<file path="config.mk">
export PLATFORM = sky130hd
export DESIGN_NAME = rst_cmd_decoder
export DESIGN_NICKNAME = d
export VERILOG_FILES = /design/src/rtl/rst_cmd_pkg.sv /design/src/rtl/frontend_fifo.sv /design/src/rtl/rst_cmd_decoder.sv
export SDC_FILE = /design/constraint.sdc
export NUM_CORES = 1
export LEC_CHECK = 0
export ABC_AREA = 1
export CAP_MARGIN = 20
export CELL_PAD_IN_SITES_DETAIL_PLACEMENT = 0
export CELL_PAD_IN_SITES_GLOBAL_PLACEMENT = 1
export CORE_UTILIZATION = 43
export CTS_CLUSTER_SIZE = 16
export DETAILED_ROUTE_END_ITERATION = 16
export PLACE_DENSITY_LB_ADDON = 0.25
export RECOVER_POWER = 50
export SLEW_MARGIN = 25
export SYNTH_ARGS = -nofsm -noshare
export SYNTH_HDL_FRONTEND = slang
export SYNTH_SLANG_ARGS = --single-unit
export TNS_END_PERCENT = 100
</file>
<file path="constraint.sdc">
create_clock -name clk -period 1.8 [get_ports clk]
set_input_delay 0.36 -clock clk [delete_from_list [all_inputs] [get_ports clk]]
set_output_delay 0.36 -clock clk [all_outputs]
set_load 0.03 [all_outputs]
</file>
<file path="src/rtl/rst_cmd_pkg.sv">
// Shared constants and types for the front-end command decoder.
package rst_cmd_pkg;

    localparam int unsigned LEN_W    = 8;
    localparam int unsigned DROP_W   = 16;
    localparam int unsigned PREFIX_W = 4;
    localparam int unsigned OPCODE_W = 4;

    localparam logic [OPCODE_W-1:0] OP_RESET  = 4'h0;
    localparam logic [OPCODE_W-1:0] OP_SETLEN = 4'h1;

    localparam logic [PREFIX_W-1:0] DEFAULT_CMD_PREFIX = 4'hF;

    // Top byte of every incoming word.
    typedef struct packed {
        logic [PREFIX_W-1:0] prefix;
        logic [OPCODE_W-1:0] opcode;
    } cmd_hdr_t;

    // A programmed length of zero would silence the pulse; one cycle is the minimum.
    function automatic logic [LEN_W-1:0] clamp_len(input logic [LEN_W-1:0] v);
        return (v == '0) ? LEN_W'(1) : v;
    endfunction

endpackage

</file>
<file path="src/rtl/frontend_fifo.sv">
// Parametrised synchronous FIFO with registered full/empty flags, reusable for front-end buffering.
module frontend_fifo #(
    parameter int unsigned DATA_W = 32,
    parameter int unsigned DEPTH  = 4
) (
    input  logic              clk,
    input  logic              rst,
    input  logic              push,
    input  logic [DATA_W-1:0] push_data,
    input  logic              pop,
    output logic              full,
    output logic              empty,
    output logic [DATA_W-1:0] head
);

    localparam int unsigned AW = (DEPTH > 1) ? $clog2(DEPTH) : 1;
    localparam int unsigned CW = AW + 1;

    logic [DATA_W-1:0] mem_q [DEPTH];
    logic [AW-1:0]     wr_ptr_q;
    logic [AW-1:0]     rd_ptr_q;
    logic [CW-1:0]     count_q;
    logic [CW-1:0]     count_d;
    logic              full_q;
    logic              empty_q;
    logic              do_push;
    logic              do_pop;

    // A push into a full FIFO is allowed only when a pop frees the slot in the same cycle.
    always_comb begin
        do_pop  = pop && !empty_q;
        do_push = push && (!full_q || do_pop);
        count_d = count_q;
        if (do_push && !do_pop) begin
            count_d = count_q + CW'(1);
        end else if (do_pop && !do_push) begin
            count_d = count_q - CW'(1);
        end
    end

    always_ff @(posedge clk or negedge rst) begin
        if (!rst) begin
            wr_ptr_q <= '0;
            rd_ptr_q <= '0;
            count_q  <= '0;
            full_q   <= 1'b0;
            empty_q  <= 1'b1;
            for (int i = 0; i < int'(DEPTH); i++) begin
                mem_q[i] <= '0;
            end
        end else begin
            if (do_push) begin
                mem_q[wr_ptr_q] <= push_data;
                wr_ptr_q        <= wr_ptr_q + AW'(1);
            end
            if (do_pop) begin
                rd_ptr_q <= rd_ptr_q + AW'(1);
            end
            count_q <= count_d;
            full_q  <= (count_d == CW'(DEPTH));
            empty_q <= (count_d == '0);
        end
    end

    assign full  = full_q;
    assign empty = empty_q;
    assign head  = mem_q[rd_ptr_q];

endmodule

</file>
<file path="src/rtl/rst_cmd_decoder.sv">
// Front-end command decoder: splits command words into per-channel reset pulses,
// buffers all other words in a FIFO and counts words dropped while it is full.
module rst_cmd_decoder
    import rst_cmd_pkg::*;
#(
    parameter int unsigned         DATA_W     = 32,
    parameter int unsigned         NCH        = 4,
    parameter logic [PREFIX_W-1:0] CMD_PREFIX = DEFAULT_CMD_PREFIX,
    parameter int unsigned         RST_LEN    = 32,
    parameter int unsigned         DEPTH      = 4
) (
    input  logic              clk,
    input  logic              rst,
    input  logic [DATA_W-1:0] data_in,
    input  logic              valid_in,
    output logic [DATA_W-1:0] data,
    output logic              valid,
    input  logic              ready,
    output logic [NCH-1:0]    rst_out,
    output logic [DROP_W-1:0] drop_count
);

    cmd_hdr_t          hdr;
    logic              is_prefix;
    logic              cmd_reset;
    logic              cmd_setlen;
    logic              is_data;
    logic [NCH-1:0]    sel_mask;
    logic              pop;
    logic              push;
    logic              drop;
    logic              fifo_full;
    logic              fifo_empty;
    logic [LEN_W-1:0]  pulse_len_q;
    logic [DROP_W-1:0] drop_q;

    // Word classification; unknown opcodes fall through to the data path.
    always_comb begin
        hdr        = cmd_hdr_t'(data_in[DATA_W-1 -: (PREFIX_W + OPCODE_W)]);
        is_prefix  = valid_in && (hdr.prefix == CMD_PREFIX);
        cmd_reset  = is_prefix && (hdr.opcode == OP_RESET);
        cmd_setlen = is_prefix && (hdr.opcode == OP_SETLEN);
        is_data    = valid_in && !cmd_reset && !cmd_setlen;
        sel_mask   = (data_in[NCH-1:0] == '0) ? '1 : data_in[NCH-1:0];
        pop        = ready && valid;
        push       = is_data && (!fifo_full || pop);
        drop       = is_data && fifo_full && !pop;
    end

    always_ff @(posedge clk or negedge rst) begin
        if (!rst) begin
            pulse_len_q <= LEN_W'(RST_LEN);
        end else if (cmd_setlen) begin
            pulse_len_q <= clamp_len(data_in[LEN_W-1:0]);
        end
    end

    always_ff @(posedge clk or negedge rst) begin
        if (!rst) begin
            drop_q <= '0;
        end else if (drop && (drop_q != '1)) begin
            drop_q <= drop_q + DROP_W'(1);
        end
    end

    assign drop_count = drop_q;

    // Per-channel pulse counters; a retrigger reloads so the output never dips.
    for (genvar i = 0; i < int'(NCH); i++) begin : g_ch
        logic [LEN_W-1:0] cnt_q;
        logic [LEN_W-1:0] cnt_d;
        logic             active_q;

        always_comb begin
            cnt_d = cnt_q;
            if (cmd_reset && sel_mask[i]) begin
                cnt_d = pulse_len_q;
            end else if (cnt_q != '0) begin
                cnt_d = cnt_q - LEN_W'(1);
            end
        end

        always_ff @(posedge clk or negedge rst) begin
            if (!rst) begin
                cnt_q    <= '0;
                active_q <= 1'b0;
            end else begin
                cnt_q    <= cnt_d;
                active_q <= (cnt_d != '0);
            end
        end

        assign rst_out[i] = active_q;
    end

    frontend_fifo #(
        .DATA_W (DATA_W),
        .DEPTH  (DEPTH)
    ) u_fifo (
        .clk       (clk),
        .rst       (rst),
        .push      (push),
        .push_data (data_in),
        .pop       (pop),
        .full      (fifo_full),
        .empty     (fifo_empty),
        .head      (data)
    );

    assign valid = !fifo_empty;

endmodule

</file>
### Word level (Yosys, flattened, before mapping)

Cells that the tools add are included.

* add/subtract/negate cells: 9
* $mul: 0
* div/mod/pow operators: 0
* order comparisons: 3
* equal/unequal tests: 4
* shift operators: 0
* muxes and demuxes: 18
* bitwise gates (word level): 2
* reduce and logical (&&, ||, !) cells: 40

Operators with widths (count)
* 128-bit bitwise mux: 1
* 32-bit 2-to-1 mux: 3
* 8-bit 2-to-1 mux: 9
* 32-bit binary-select mux with 2-bit select: 1
* 32-bit demux with 2-bit select: 1
* 8-bit nonzero test: 8
* 8-bit by 1-bit subtractor with 8-bit output (second input constant): 4
* 1-bit logical AND: 19
* 16-bit by 1-bit adder with 16-bit output (second input constant): 1
* 16-bit != test (second input constant): 1
* 4-bit logical NOT: 2
* 8-bit logical NOT: 1
* 1-bit logical NOT: 7
* 3-bit greater-or-equal comparator (second input constant): 2
* 3-bit 2-to-1 mux: 2
* 2-bit inverter with 3-bit output: 2
* 2-bit by 1-bit adder with 2-bit output (second input constant): 2
* 4-bit by 1-bit equality test with 1-bit output (second input constant): 1
* 4-bit equality test (second input constant): 1
* 4-bit 2-to-1 mux: 1
* 3-bit by 1-bit adder with 3-bit output (second input constant): 1
* 3-bit equality test (second input constant): 1
* 3-bit logical NOT: 1
* 3-bit by 1-bit less-than comparator with 1-bit output (second input constant): 1
* 2 further kinds: 3

* register bits: 197
* latch bits: 0
* bits in writable memories: 0
* ROM bits: 0
* output and inout bits: 53
* memories kept: 0

### Logic depth before layout (Yosys ltp)

* depth after elaboration: 13
* gate-level depth with buffers: 14
* gate-level depth less buffers: 14

### By module

Synthesis repeated with hierarchy kept, for this count alone.

* cell total of the unflattened synthesis: 1217
* area, all modules: 10062.2 um^2

Modules (own cells, without submodules)
* frontend_fifo: instances 1, cells each 686, area an instance 6281.0 um^2
* rst_cmd_decoder: instances 1, cells each 531, area an instance 3781.1 um^2

### Worst setup path after synthesis

Ideal clock, no wire load.

* path type: register to output
* start: register u_fifo.rd_ptr_q[0]
* end: output data[10]
* arrival: 1716 ps
* data required time: 1440 ps
* setup slack: -276 ps
* cell stages (with the launch flop): 7
* path buffers: 3
* path through: dfrtp_1 -> clkbuf_1 -> inv_1 -> clkbuf_1 -> clkbuf_1 -> nor2_1 -> o22ai_1

* cells in the longest elaborated chain, start to end: 4

Ends and longest elaborated chain
* start: declaration: RTL line frontend_fifo.sv:21 `logic [AW-1:0] rd_ptr_q;`
* start signal: assignment: RTL line frontend_fifo.sv:57 `rd_ptr_q <= rd_ptr_q + AW'(1);`
* 2-bit inverter with 3-bit output (not written as such): RTL line frontend_fifo.sv:67 `assign head = mem_q[rd_ptr_q];`
* 32-bit binary-select mux with 2-bit select: RTL line frontend_fifo.sv:67
* 32-bit 2-to-1 mux (not written as such) (2 in a row): RTL line frontend_fifo.sv:67
* end: declaration: RTL line rst_cmd_decoder.sv:16 `output logic [DATA_W-1:0] data,`

No other way between the ends. The select of a mux whose other input is x is not followed.

### Final worst setup path

* start: register u_fifo.rd_ptr_q[0]
* end: output data[0]

Same word-level chain as after synthesis.

==> results.md <==
- Status: finished with violations
- Failing checks: negative setup slack
- Vias: 8,109
- CTS tree: built
- Comb pwr share: 0.544
- CP Cell Sequence: inv_6 -> buf_12 -> nor2_1 -> o22ai_2 -> buf_6 -> buf_12
- Final WS setup: -0.270 ns
- Largest net degree at the start of global routing: 60
- ANT cells: 0
- Antenna violations before repair: 0
- Worst path bufs/invs: 4
- Worst-path clk slew: 0.08 ns
- RSZ-0062 raised after global routing: yes
- Share of layout cells above drive strength 1: 0.205
- Multiplexer share of the synthesized area: 0
- Clock skew: 0.0134 ns
- Worst EP arrival: 1.71 ns
- Commonest non-fill, non-tap cell in the layout: nand2_1
- First-pass GRT wire length: 40.1 mm
- Crit Path Class: flip-flop to output pin
- Post-route clock period utilization: 1.15
- Worst Hold Class: input port to flip-flop
- CP max-delay cell: dfrtp_2
- CTS Sinks: 197
- Worst slack, placed: -0.439 ns
- Internal: 0.0149 W
- Multi-input gate area: 4600 um2
- H-tree lvl count: 4
- FF/Latch Area: 4930 um2
- Fillers: 1,917
- Syn-to-layout area delta: 35.8%
- CP required: 1.44 ns
- Vias in the first global route: 7,869
- Most frequent cells in the layout: 258 x nand2_1, 193 x dfrtp_1, 153 x o21ai_0, 110 x nor2_1, 105 x inv_1
- Largest stage delay on the critical path: 0.48 ns
- GRT Util Overall: 0.228
- Max-Slew Margin vs Limit: 0.455
- Delay-heaviest family, CP: buffers and inverters
- Avg Cell Area, Syn: 8.20 um2
- Crit path max fanout: 9
- Startpoint Class: flip-flop
- P_leak: 6.12 nW
- RePlAce Congestion: 0.829
- Initial Utilization: 0.445
- Gr ovfl total: 0
- Power Dens Cells: 2010 nW/um2
- Cell variety after synth: 31
- DRT Pass-1 Iters: 5
- Routed WL per cell: 15.1 um
- Synth warnings: 0
- Reg power frac: 0.298
- Final Critical Period: 2.07 ns
- Synth Instances: 1,155
- Port Buffers: 88
- Max-slew violations: 0
- Clk buf depth: 2
- Placed cell areas: 11,600 um2
- Final Non-Filler Cells: 1,592
- Fmax: 483 MHz
- Largest family of logic cells by synthesized area: simple AND/OR/NAND/NOR gates
- Io pins: 89
- Nets: 1,355
- # setup viols final: 32
- # rows: 53
- Seq/Total Area, Yosys: 0.521
- Num CTS Buffers: 17
- Adder-Cell Fraction of Synth Area: 0.0198
- Yosys reg bits: 197
- Cells after DPL: 1,546
- Vias per cell: 5.09
- CTS root buf: clkbuf_16
- Tot Pwr: 0.0258 W
- WL final: 24.1 mm
- Drt initial violations: 427
- Clock power frac: 0.158
- P_sw: 0.0109 W
- Max-cap violations: 0
- Worst slew pin tran: 0.817 ns
- Die W: 150 um
- Hold Vio Cnt, Final: 0
- Post-synthesis xor/xnor area fraction: 0.0388
- Syn Nets: 1,206
- Sw frac: 0.424
- Routed Antenna Nets: 0
- Worst vdd ir: 0.000905 V
- Clk Latency, worst-skew pair: 0.44 ns
- Post-layout instance area: 12,900 um2
- Worst setup EP type: output pin
- Mapped Area: 9470 um2
- Core area: 21,300 um2
- CP dominant cell by count: buf_12
- Drt drc: 0
- Simple-Gate Fraction of Synth Area: 0.200
- Synth Area in Compound Gates: 0.149
- DP HPWL: 15.7 mm
- Die Area: 22,600 um2
- Die height: 150 um
[per-layer routing]
metal / global-route usage / up-vias / wire length [um]
li1: - / 4044 / -
met1: 0.331 / 3900 / 11700
met2: 0.358 / 141 / 11300
met3: 0.0303 / 24 / 826
met4: 0.0586 / 0 / 300
met5: 0 / - / 0
[worst reg2reg max path, cell delays in order (launching register included)]
cell,delay (ns)
dfrtp_1,0.38
inv_1,0.08
ha_2,0.18
nor3b_4,0.21
nand2_2,0.11
xor2_1,0.15
a21oi_1,0.17
nand2_1,0.09
nor2_1,0.09
nand3_1,0.07
[sequential cells by signal, indices dropped and copies added, names as in the netlist]
signal,cells
u_fifo.count_q,3
drop_count,16
u_fifo.empty,1
u_fifo.mem_q,128
u_fifo.wr_ptr_q,2
pulse_len_q,8
g_ch.cnt_q,32
u_fifo.full,1
g_ch.active_q,4
u_fifo.rd_ptr_q,2
[kinds of logic after synthesis]
| logic type | Yosys count |
|---|---|
| buf+inv | 165 |
| xor+xnor | 42 |
| compound gates | 270 |
| flops | 197 |
| simple gates | 466 |
| fa+ha+maj | 15 |
[stage by stage]
| stage | TNS (ns) | hold WS, ns | util |
|---|---|---|---|
| finish | -6.61 | 0.367 | 0.604 |
| global placement | -47.18 | 0.286 | 0.546 |
| global route | -11.34 | 0.382 | 0.604 |
| floorplan | 0 | 0.0644 | - |
| detailed placement | -51.39 | 0.286 | 0.546 |
| CTS | -7.12 | 0.388 | 0.595 |
[power groups by stage]
stage               clock network, W  registers (W)  logic (W)
finish                       0.00408        0.00768     0.0140
global route                 0.00435        0.00792     0.0154
CTS                          0.00417        0.00763     0.0139
detailed placement                 0        0.00754     0.0126
global placement                   0        0.00751     0.0124
floorplan                          0        0.00745    0.00833
[final cells by class]
class / instances / share of cell area
repair buffers: 180 / 0.149
inverters: 114 / 0.0344
well taps: 275 / 0.0267
clock inverters: 12 / 0.0126
flip-flops and latches: 197 / 0.384
multi-input cells: 794 / 0.357
clock buffers: 20 / 0.0363
[timing repair]
| action | in CTS | in global routing |
|---|---|---|
| cloned | 3 | 1 |
| pin swaps | 1 | 7 |
| endpoints found under the hold margin | 27 | 0 |
| endpoints found under the setup margin | 52 | 72 |
| gates resized for setup | 152 | 63 |
| buffers inserted | 4 | 5 |
| hold buffers | 1 | 0 |
[synthesized netlist by cell type (all sizes together)]
master  instances  area, um2
o22ai          32        200
nand2         281       1110
xnor2          12        105
nand3b          2       15.0
a22oi           2       15.0
nor3            8       45.0
nand4           8       50.1
xor2           30        263
nor4            1       6.26
clkbuf         20       75.1
dfrtp         195       4880
dfstp           2       52.6
nand3          37        185
buf            31        174
nor2          128        480
ha             15        188
inv           114        430
o21bai          1       7.51
o211ai          1       7.51
o21ai         226       1140
nor3b           1       7.51
a21oi           8       40.0
[final timing paths]
path / startpoint / to / slack [ns] / cells after the start
worst max register to register: g_ch[3].cnt_q[0]$_DFF_PN0_ / g_ch[3].active_q$_DFF_PN0_ / 0.14 / 9
min in group asynchronous: rst / u_fifo.mem_q[81]$_DFFE_PN0P_ / 0.55 / 2
worst max-delay path: u_fifo.rd_ptr_q[0]$_DFFE_PN0P_ / data[0] / -0.27 / 6
max in group asynchronous: rst / drop_count[3]$_DFFE_PN0P_ / 0.18 / 3
worst min-delay path: data_in[24] / u_fifo.mem_q[120]$_DFFE_PN0P_ / 0.37 / 4
worst min register to register: u_fifo.mem_q[20]$_DFFE_PN0P_ / u_fifo.mem_q[20]$_DFFE_PN0P_ / 0.49 / 2
(Power assumes the default switching activity.)
